File: src/rtl/key_event_ctrl.sv
// Key gesture classifier (short / long / double click) driving a 4-mode LED sequencer with its own blink generator.
// Events are registered one cycle after the deciding edge, mode follows one cycle later, and led one cycle after that; there is no backpressure.
module key_event_ctrl #(
   parameter logic [19:0] LONG_CNT   = 20'd1000,
   parameter logic [19:0] DBL_GAP    = 20'd300,
   parameter logic [19:0] BLINK_HALF = 20'd50
) (
   input  logic       clk,
   input  logic       rst,
   input  logic       key_in,
   output logic       evt_short,
   output logic       evt_long,
   output logic       evt_double,
   output logic [1:0] mode,
   output logic       led
);

   localparam logic [19:0] LONG_LAST  = LONG_CNT - 20'd1;
   localparam logic [19:0] GAP_LAST   = DBL_GAP - 20'd1;
   localparam logic [19:0] BLINK_LAST = BLINK_HALF - 20'd1;

   typedef enum logic [2:0] {
      IDLE   = 3'd0,
      PRESS  = 3'd1,
      HELD   = 3'd2,
      WAIT2  = 3'd3,
      PRESS2 = 3'd4
   } state_t;

   state_t      state;
   state_t      state_nxt;
   logic [19:0] cnt;
   logic        key_q;
   logic        key_press;
   logic        key_release;
   logic        hit_short;
   logic        hit_long;
   logic        hit_double;

   logic [1:0]  mode_nxt;
   logic        mode_chg;
   logic [19:0] blink_cnt;
   logic        fast_ph;
   logic        slow_ph;
   logic        slow_div;

   // key is active-low: a press is a 1->0 transition
   assign key_press   = key_q & ~key_in;
   assign key_release = ~key_q & key_in;

   always_ff @(posedge clk) begin
      if (rst) begin
         key_q <= 1'b1;
      end else begin
         key_q <= key_in;
      end
   end

   always_ff @(posedge clk) begin
      if (rst) begin
         state <= IDLE;
      end else begin
         state <= state_nxt;
      end
   end

   // release beats the long-press threshold, and a second press beats the gap timeout
   always_comb begin
      state_nxt = state;
      case (state)
         IDLE: begin
            if (key_press) state_nxt = PRESS;
         end
         PRESS: begin
            if (key_release) begin
               state_nxt = WAIT2;
            end else if (cnt == LONG_LAST) begin
               state_nxt = HELD;
            end
         end
         HELD: begin
            if (key_release) state_nxt = IDLE;
         end
         WAIT2: begin
            if (key_press) begin
               state_nxt = PRESS2;
            end else if (cnt == GAP_LAST) begin
               state_nxt = IDLE;
            end
         end
         PRESS2: begin
            if (key_release) state_nxt = IDLE;
         end
         default: state_nxt = IDLE;
      endcase
   end

   always_comb begin
      hit_short  = 1'b0;
      hit_long   = 1'b0;
      hit_double = 1'b0;
      case (state)
         PRESS:   hit_long   = ~key_release & (cnt == LONG_LAST);
         WAIT2:   hit_short  = ~key_press & (cnt == GAP_LAST);
         PRESS2:  hit_double = key_release;
         default: ;
      endcase
   end

   always_ff @(posedge clk) begin
      if (rst) begin
         evt_short  <= 1'b0;
         evt_long   <= 1'b0;
         evt_double <= 1'b0;
      end else begin
         evt_short  <= hit_short;
         evt_long   <= hit_long;
         evt_double <= hit_double;
      end
   end

   // per-state dwell counter, restarted whenever the state changes
   always_ff @(posedge clk) begin
      if (rst) begin
         cnt <= 20'd0;
      end else if (state_nxt != state) begin
         cnt <= 20'd0;
      end else if (cnt != 20'hFFFFF) begin
         cnt <= cnt + 20'd1;
      end
   end

   always_comb begin
      mode_nxt = mode;
      if (evt_short) begin
         mode_nxt = mode + 2'd1;
      end else if (evt_long) begin
         mode_nxt = 2'd0;
      end else if (evt_double) begin
         mode_nxt = 2'd3;
      end
   end

   assign mode_chg = (mode_nxt != mode);

   always_ff @(posedge clk) begin
      if (rst) begin
         mode <= 2'd0;
      end else begin
         mode <= mode_nxt;
      end
   end

   // blink phases restart high on every real mode change so a new mode starts lit
   always_ff @(posedge clk) begin
      if (rst || mode_chg) begin
         blink_cnt <= 20'd0;
         fast_ph   <= 1'b1;
         slow_ph   <= 1'b1;
         slow_div  <= 1'b0;
      end else if (blink_cnt == BLINK_LAST) begin
         blink_cnt <= 20'd0;
         fast_ph   <= ~fast_ph;
         slow_div  <= ~slow_div;
         if (slow_div) slow_ph <= ~slow_ph;
      end else begin
         blink_cnt <= blink_cnt + 20'd1;
      end
   end

   always_ff @(posedge clk) begin
      if (rst) begin
         led <= 1'b0;
      end else begin
         case (mode)
            2'd0:    led <= 1'b0;
            2'd1:    led <= 1'b1;
            2'd2:    led <= slow_ph;
            default: led <= fast_ph;
         endcase
      end
   end

endmodule

File: config.mk
export PLATFORM = sky130hd
export DESIGN_NAME = key_event_ctrl
export DESIGN_NICKNAME = d
export VERILOG_FILES = /design/src/rtl/key_event_ctrl.sv
export SDC_FILE = /design/constraint.sdc
export NUM_CORES = 1
export LEC_CHECK = 0
export ABC_AREA = 1
export CAP_MARGIN = 10
export CORE_ASPECT_RATIO = 0.6
export CORE_UTILIZATION = 66
export DETAILED_ROUTE_END_ITERATION = 6
export PLACE_DENSITY = 0.84
export SLEW_MARGIN = 5
export SYNTH_ARGS = -nofsm -noshare
export SYNTH_HDL_FRONTEND = slang
export SYNTH_SLANG_ARGS = --single-unit
File: constraint.sdc
create_clock -name clk -period 2.52 [get_ports clk]
set_input_delay 0.756 -clock clk [delete_from_list [all_inputs] [get_ports clk]]
set_output_delay 0.756 -clock clk [all_outputs]
set_load 0.005 [all_outputs]
==> results of run 1 <==
[layer usage]
| metal | vias up | share of wire (%) | GRT usage [%] |
|---|---|---|---|
| met5 | - | 0 | 0 |
| met4 | 0 | 1.1 | 6.83 |
| met3 | 10 | 10 | 5.93 |
| met2 | 131 | 40 | 44.3 |
| met1 | 1232 | 49 | 47.5 |
| li1 | 1348 | - | - |
[sequential cells by signal (all words and copies together), names as in the netlist]
name        count
blink_cnt      20
cnt            20
evt_double      1
evt_long        1
evt_short       1
fast_ph         1
key_q           1
led             1
mode            2
slow_div        1
slow_ph         1
state           3
[area by class of cell]
class / instances / area (µm²) / area share, %
timing repair buffer: 12 / 135 / 4.29
clock buffer: 7 / 96.3 / 3.06
sequential: 53 / 1060 / 33.7
multi-input combinational: 297 / 1580 / 50.1
inverter: 52 / 200 / 6.36
clock inverter: 1 / 5.00 / 0.159
tap: 60 / 75.1 / 2.38
[cells by family (layout without fill, tap and decap cells)]
| group | Yosys count | after routing | synth area share [%] |
|---|---|---|---|
| AO/OA/AOI/OAI | 31 | 31 | 5.77 |
| XOR/XNOR | 22 | 22 | 6.68 |
| adder cells (fa/ha/maj) | 6 | 6 | 2.60 |
| buffers and inverters | 59 | 72 | 8.76 |
| flip-flops | 53 | 53 | 36.8 |
| AND/OR/NAND/NOR | 238 | 238 | 39.4 |
[cells in the mapped netlist, types with 2 or more instances]
library cell	n	area (µm²)
a21oi_1	14	70.1
a31oi_1	2	12.5
buf_2	2	10.0
buf_4	2	15.0
clkbuf_1	2	7.51
dfxtp_1	53	1060
ha_1	6	75.1
inv_1	49	184
inv_2	2	7.51
nand2_1	68	255
nand3_1	23	115
nand4_1	12	75.1
nor2_1	74	278
nor3_1	31	155
nor3_2	13	130
nor4_1	3	18.8
o21ai_0	10	50.1
o21ai_1	2	10.0
or2_2	5	31.3
xnor2_1	4	35.0
xor2_1	18	158
[stage by stage]
| stage | hold WS (ns) | util (%) | instances | worst slack [ns] | total power [W] |
|---|---|---|---|---|---|
| 2_1_floorplan | 0.441 | - | 409 | 0.814 | 0.000936 |
| 3_3_place_gp | 0.467 | 73.6 | 474 | 0.265 | 0.000964 |
| 3_5_place_dp | 0.480 | 73.6 | 474 | 0.198 | 0.000966 |
| 4_1_cts | 0.495 | 76.0 | 482 | 0.438 | 0.00149 |
| 5_1_grt | 0.517 | 76.0 | 482 | 0.362 | 0.00153 |
| 6_report | 0.497 | 76.0 | 482 | 0.447 | 0.00149 |
[worst paths after layout]
path	startpoint	to	slack, ns	cells past startpoint
max	mode[1]	mode[1]	0.45	1
min	blink_cnt[0]	blink_cnt[0]	0.50	1
max reg2reg	cnt[0]	cnt[0]	0.55	11
min reg2reg	blink_cnt[0]	blink_cnt[0]	0.50	1
[report_power, final]
part | internal, W | switching (W)
logic | 0.0000339 | 0.0000594
clock network | 0.000249 | 0.000286
registers | 0.000847 | 0.00000986
total | 0.00113 | 0.000355
==> metrics.md, run 1 <==
| Metric | Value |
|---|---|
| Ys Warns | `0` |
| Crit path max fanout | `6` |
| Final wirelength | `6670 µm` |
| Core area | `just over 0.004 mm²` |
| Worst skew pair latency | `0.31 ns` |
| Max-slew headroom | `between 50% and 60%` |
| Syn_nets | `~420` |
| Clock Tree Buf Depth | `2` |
| Layout Nets | `430` |
| Most used DFF post-synth | `dfxtp_1` |
| FP Rows | `18` |
| Die area | `about 0.0047 mm²` |
| Placed cell area | `0.00305 mm²` |
| Sink Count | `53` |
| Iter 0 DRT Violations | `between 200 and 300` |
| Mapped cell area | `a little under 0.003 mm²` |
| Commonest cells after routing, fill and taps aside | `nor2_1, nand2_1, dfxtp_1` |
| Post-route cell area | `0.00315 mm²` |
| RSZ-0062 raised after global routing | `no` |
| I/O pins | `9` |
| Die W | `87.4 µm` |
| Reg clk slew, reported paths | `0.10 ns` |
| Largest delay share family, worst path | `buffers and inverters` |
| CP startpoint kind | `register` |
| Initial antenna violation count | `0` |
| Max-cap violations | `0` |
| Routed length per instance | `approximately 14 µm` |
| Async S/R FF share, synth | `0%` |
| CTS Root Cell | `clkbuf_8` |
| Clock skew | `just under 0.008 ns` |
| Slew Limit Fails | `0` |
| First-pass GRT wire length | `10900 µm` |
| Share of layout cells above drive strength 1 | `a little under a tenth` |
| Gpl congestion | `0.859` |
| Post-synthesis sequential area ratio | `between 30 and 40%` |
| Starting Density | `69.7%` |
| Crit Path Class | `reg2out` |
| Worst slew pin tran | `~0.6 ns` |
| Status | `finished, final reports clean` |
| Final setup viols | `0` |
| Worst path required time | `1.76 ns` |
| Fin crit share | `between 80% and 90%` |
| CP bufs+invs | `1` |
| Via Count | `roughly 2700` |
| Via/cell ratio | `between 5 and 6` |
| Avg Inst Size Synth | `around 7.1 µm²` |
| Number of buffers created by CTS | `5` |
| CP arrival | `1.32 ns` |
| N_diodes | `0` |
| Post-layout min period | `~2.1 ns` |
| Total GRT Usage | `31.0%` |
| TritonCTS clock tree | `yes` |
| VDD IR max | `305 µV` |
| CP cell instances | `clkdlybuf4s50_1` |
| Most common cell after layout, fill and taps aside | `nor2_1` |
| Fill count | `about 340` |
| Vias in the first global route | `about 2300` |
| Final hold vios | `0` |
| Post-Synthesis Cells | `between 400 and 500` |
| Post-CTS Hold Buffers | `0` |
| CP Capture Type | `output pin` |
| Count of different cell masters after synthesis | `35` |
| Number of synthesized flops with an enable pin | `0` |
| GR Overflow Total | `0` |
| # DRC | `0` |
| Max frequency | `482 MHz` |
| Flops & latches, synth | `53` |
| Pre-Repair DR Iteration Count | `5` |
| Die Y | `53.2 µm` |
| Cell Pwr Density | `~470 mW/mm²` |
| Hold crit path type | `reg2reg` |
| Largest stage delay on the critical path | `between 0.5 and 0.6 ns` |
| Post-CTS setup buffers | `0` |
| IO Port Bufs | `8` |
| Post_cts resized | `0` |
| Setup TNS | `0 ns` |
| Hpwl dp | `~5000 µm` |
| Static Leak | `~1.2 nW` |
| Layout Area Growth over Synthesis | `9.10%` |
| Critical Path Slowest Stage Cell | `clkdlybuf4s50_1` |
| H-tree depth | `2` |
| Number of nets with antenna violations after routing | `0` |
| Largest net degree at the start of global routing | `21` |
Power figures use the tool's default switching activity.
==> run 2: changes to the inputs <==
- CORE_UTILIZATION: 66 -> 55
- PLACE_DENSITY: 0.84 -> 0.74
- clock period: 2.52 -> 1.7 ns (I/O delays scaled with it)
==> run 2 against run 1 <==
Net effect: the run now ends with setup timing left; final area is 25% higher; critical endpoint is now cnt[17]; non-clock buffer count is 47 higher; clock skew is 0.00062 ns higher; first-iteration DRC count is 20% lower; sequential cell count stayed put; power is 62% higher; critical path depth is 8 higher; combinational power is 140% higher.
==> metrics.md, run 2 (synthesis gave the netlist of run 1 again) <==
| Metric | Value |
|---|---|
| Status | `finished with violations` |
| Failing checks | `setup timing` |
| Starting Density | `60.1%` |
| Pre-Repair DR Iteration Count | `5` |
| Largest registers | `blink_cnt (20), cnt (20), state (3)` |
| Reg clk slew, reported paths | `roughly 0.10 ns` |
| Commonest cells after routing, fill and taps aside | `nor2_1, nand2_1, inv_1` |
| Initial antenna violation count | `0` |
| Die Y | `58.1 µm` |
| Core area | `slightly below 0.005 mm²` |
| Die area | `around 0.0056 mm²` |
| Number of nets with antenna violations after routing | `0` |
| Largest stage delay on the critical path | `0.35 ns` |
| Flop-to-flop setup slack | `-0.04 ns` |
| H-tree depth | `2` |
| CP arrival | `between 1.5 and 2 ns` |
| DR top layer | `met4` |
| Final hold vios | `0` |
| Max-cap violations | `0` |
| Share of layout cells above drive strength 1 | `33.0%` |
| Final WS setup | `-0.0361 ns` |
| Max-slew headroom | `between 70% and 80%` |
| FP Rows | `19` |
| Net Switching | `between 0.0005 and 0.0006 W` |
| IO Port Bufs | `8` |
| Largest delay share family, worst path | `simple AND/OR/NAND/NOR gates` |
| Combinational power share | `under 10%` |
| Gpl congestion | `just over 0.9` |
| Internal Pwr Total | `0.00184 W` |
| # DRC | `0` |
| Worst skew pair latency | `a little over 0.3 ns` |
| Fin crit share | `102%` |
| Seq pwr share | `a little over half` |
| Most common cell after layout, fill and taps aside | `nor2_1` |
| Hpwl dp | `slightly below 5000 µm` |
| Met1 Wirelength | `about 4000 µm` |
| DP Cell Count | `about 500` |
| I/O pins | `9` |
| CP Capture Type | `register` |
| Setup TNS | `-0.253 ns` |
| Final setup viols | `12` |
| Clock Tree Buf Depth | `2` |
| Crit path max fanout | `5` |
| Sw Share | `a little under a quarter` |
| Worst path required time | `~1.9 ns` |
| Static Leak | `between 1.5 and 2 nW` |
| Via Count | `a little under 3000` |
| Hold crit path type | `reg2reg` |
| Cell Pwr Density | `between 600 and 700 mW/mm²` |
| Max frequency | `roughly 580 MHz` |
| Layout Nets | `~480` |
| Post-layout min period | `approximately 1.7 ns` |
| Total power | `between 0.002 and 0.0025 W` |
| Met2 wire length | `approximately 3400 µm` |
| Final wirelength | `around 8000 µm` |
| Critical Path Slowest Stage Cell | `dfxtp_2` |
| CP startpoint kind | `register` |
| Layout Area Growth over Synthesis | `36.0%` |
| Worst hold slack | `around 0.5 ns` |
| Worst slew pin tran | `roughly 0.37 ns` |
| Iter 0 DRT Violations | `204` |
| Clock skew | `0.00856 ns` |
| TritonCTS clock tree | `yes` |
| CP cell instances | `nor2_1 > nand2_1 > nor2_2 > nand3_2 > nand2_2 > nand2_4 > o21ai_4 > clkbuf_16 > nor3_1` |
| Die W | `approximately 96 µm` |
| RSZ-0062 raised after global routing | `yes` |
| CP bufs+invs | `1` |
| Vias in the first global route | `~2500` |
| N_diodes | `0` |
| Routed length per instance | `roughly 15 µm` |
| Wire length on met3 | `between 500 and 600 µm` |
| Via/cell ratio | `about 5.6` |
| Number of buffers created by CTS | `5` |
| Sink Count | `between 50 and 60` |
| VDD IR max | `512 µV` |
| First-pass GRT wire length | `11100 µm` |
| GR Overflow Total | `0` |
| Slew Limit Fails | `0` |
| Crit Path Class | `reg2reg` |
| Largest net degree at the start of global routing | `21` |
| Non-filler instance count after layout | `533` |
| Clk pwr share | `37.7%` |
| CTS Root Cell | `clkbuf_8` |
| Total GRT Usage | `approximately 26%` |
[run 2: cell count changes in the layout (fill, tap and decap cells not counted), moves of 8 or more]
| cell | previous run | this run |
|---|---|---|
| buf_4 | 2 | 42 |
| dfxtp_2 | 0 | 14 |
| nand2_1 | 68 | 58 |
| dfxtp_1 | 53 | 38 |
| nor2_1 | 74 | 60 |
| nor2_2 | 1 | 9 |
[run 2: what timing repair did]
item | CTS | global route
hold buffers | 0 | 0
pin swaps | 3 | 26
endpoints found under the setup margin | 35 | 45
gates cloned | 0 | 5
buffers inserted | 2 | 13
gates resized for setup | 16 | 84
[run 2: metal layers]
metal	global-route usage, %	vias up
met1	39.4	1413
met2	36.8	112
met5	0	-
met3	4.86	9
met4	6.82	0
li1	-	1449
[run 2: final timing paths]
check	from	endpoint	cells after the start
hold / removal	fast_ph	led	2
setup reg to reg	cnt[17]	cnt[17]	9
hold reg to reg	fast_ph	led	2
setup / recovery	cnt[17]	cnt[17]	9
[run 2: metrics by stage]
stage          util [%]  setup WS [ns]  instance area [µm²]
2_1_floorplan         -         0.0241                 2890
3_3_place_gp       67.9         -0.258                 3260
3_5_place_dp       67.9         -0.324                 3260
4_1_cts            71.4        0.00564                 3430
5_1_grt            81.7        -0.0890                 3930
6_report           81.7        -0.0361                 3930
[run 2: power by group through the flow]
stage	clock (W)	sequential, W	combinational (W)
floorplan	0	0.00130	0.0000926
global placement	0	0.00130	0.000156
detailed placement	0	0.00130	0.000159
CTS	0.000913	0.00127	0.000166
global route	0.000962	0.00127	0.000237
finish	0.000905	0.00127	0.000225
[run 2: area by class of cell]
class	instances	area (µm²)
Multi-Input combinational cell	297	1870
Sequential cell	53	1080
Fill cell	289	877
Timing Repair Buffer	59	562
Inverter	52	210
Clock buffer	7	86.3
Tap cell	63	78.8
Clock inverter	1	30.0
Timing Repair inverter	1	8.76
[run 2: tightest hold or removal path, stage by stage (launching register included)]
cell and delay, ns:
dfxtp_1 0.35, nand2_1 0.06, a21oi_1 0.05
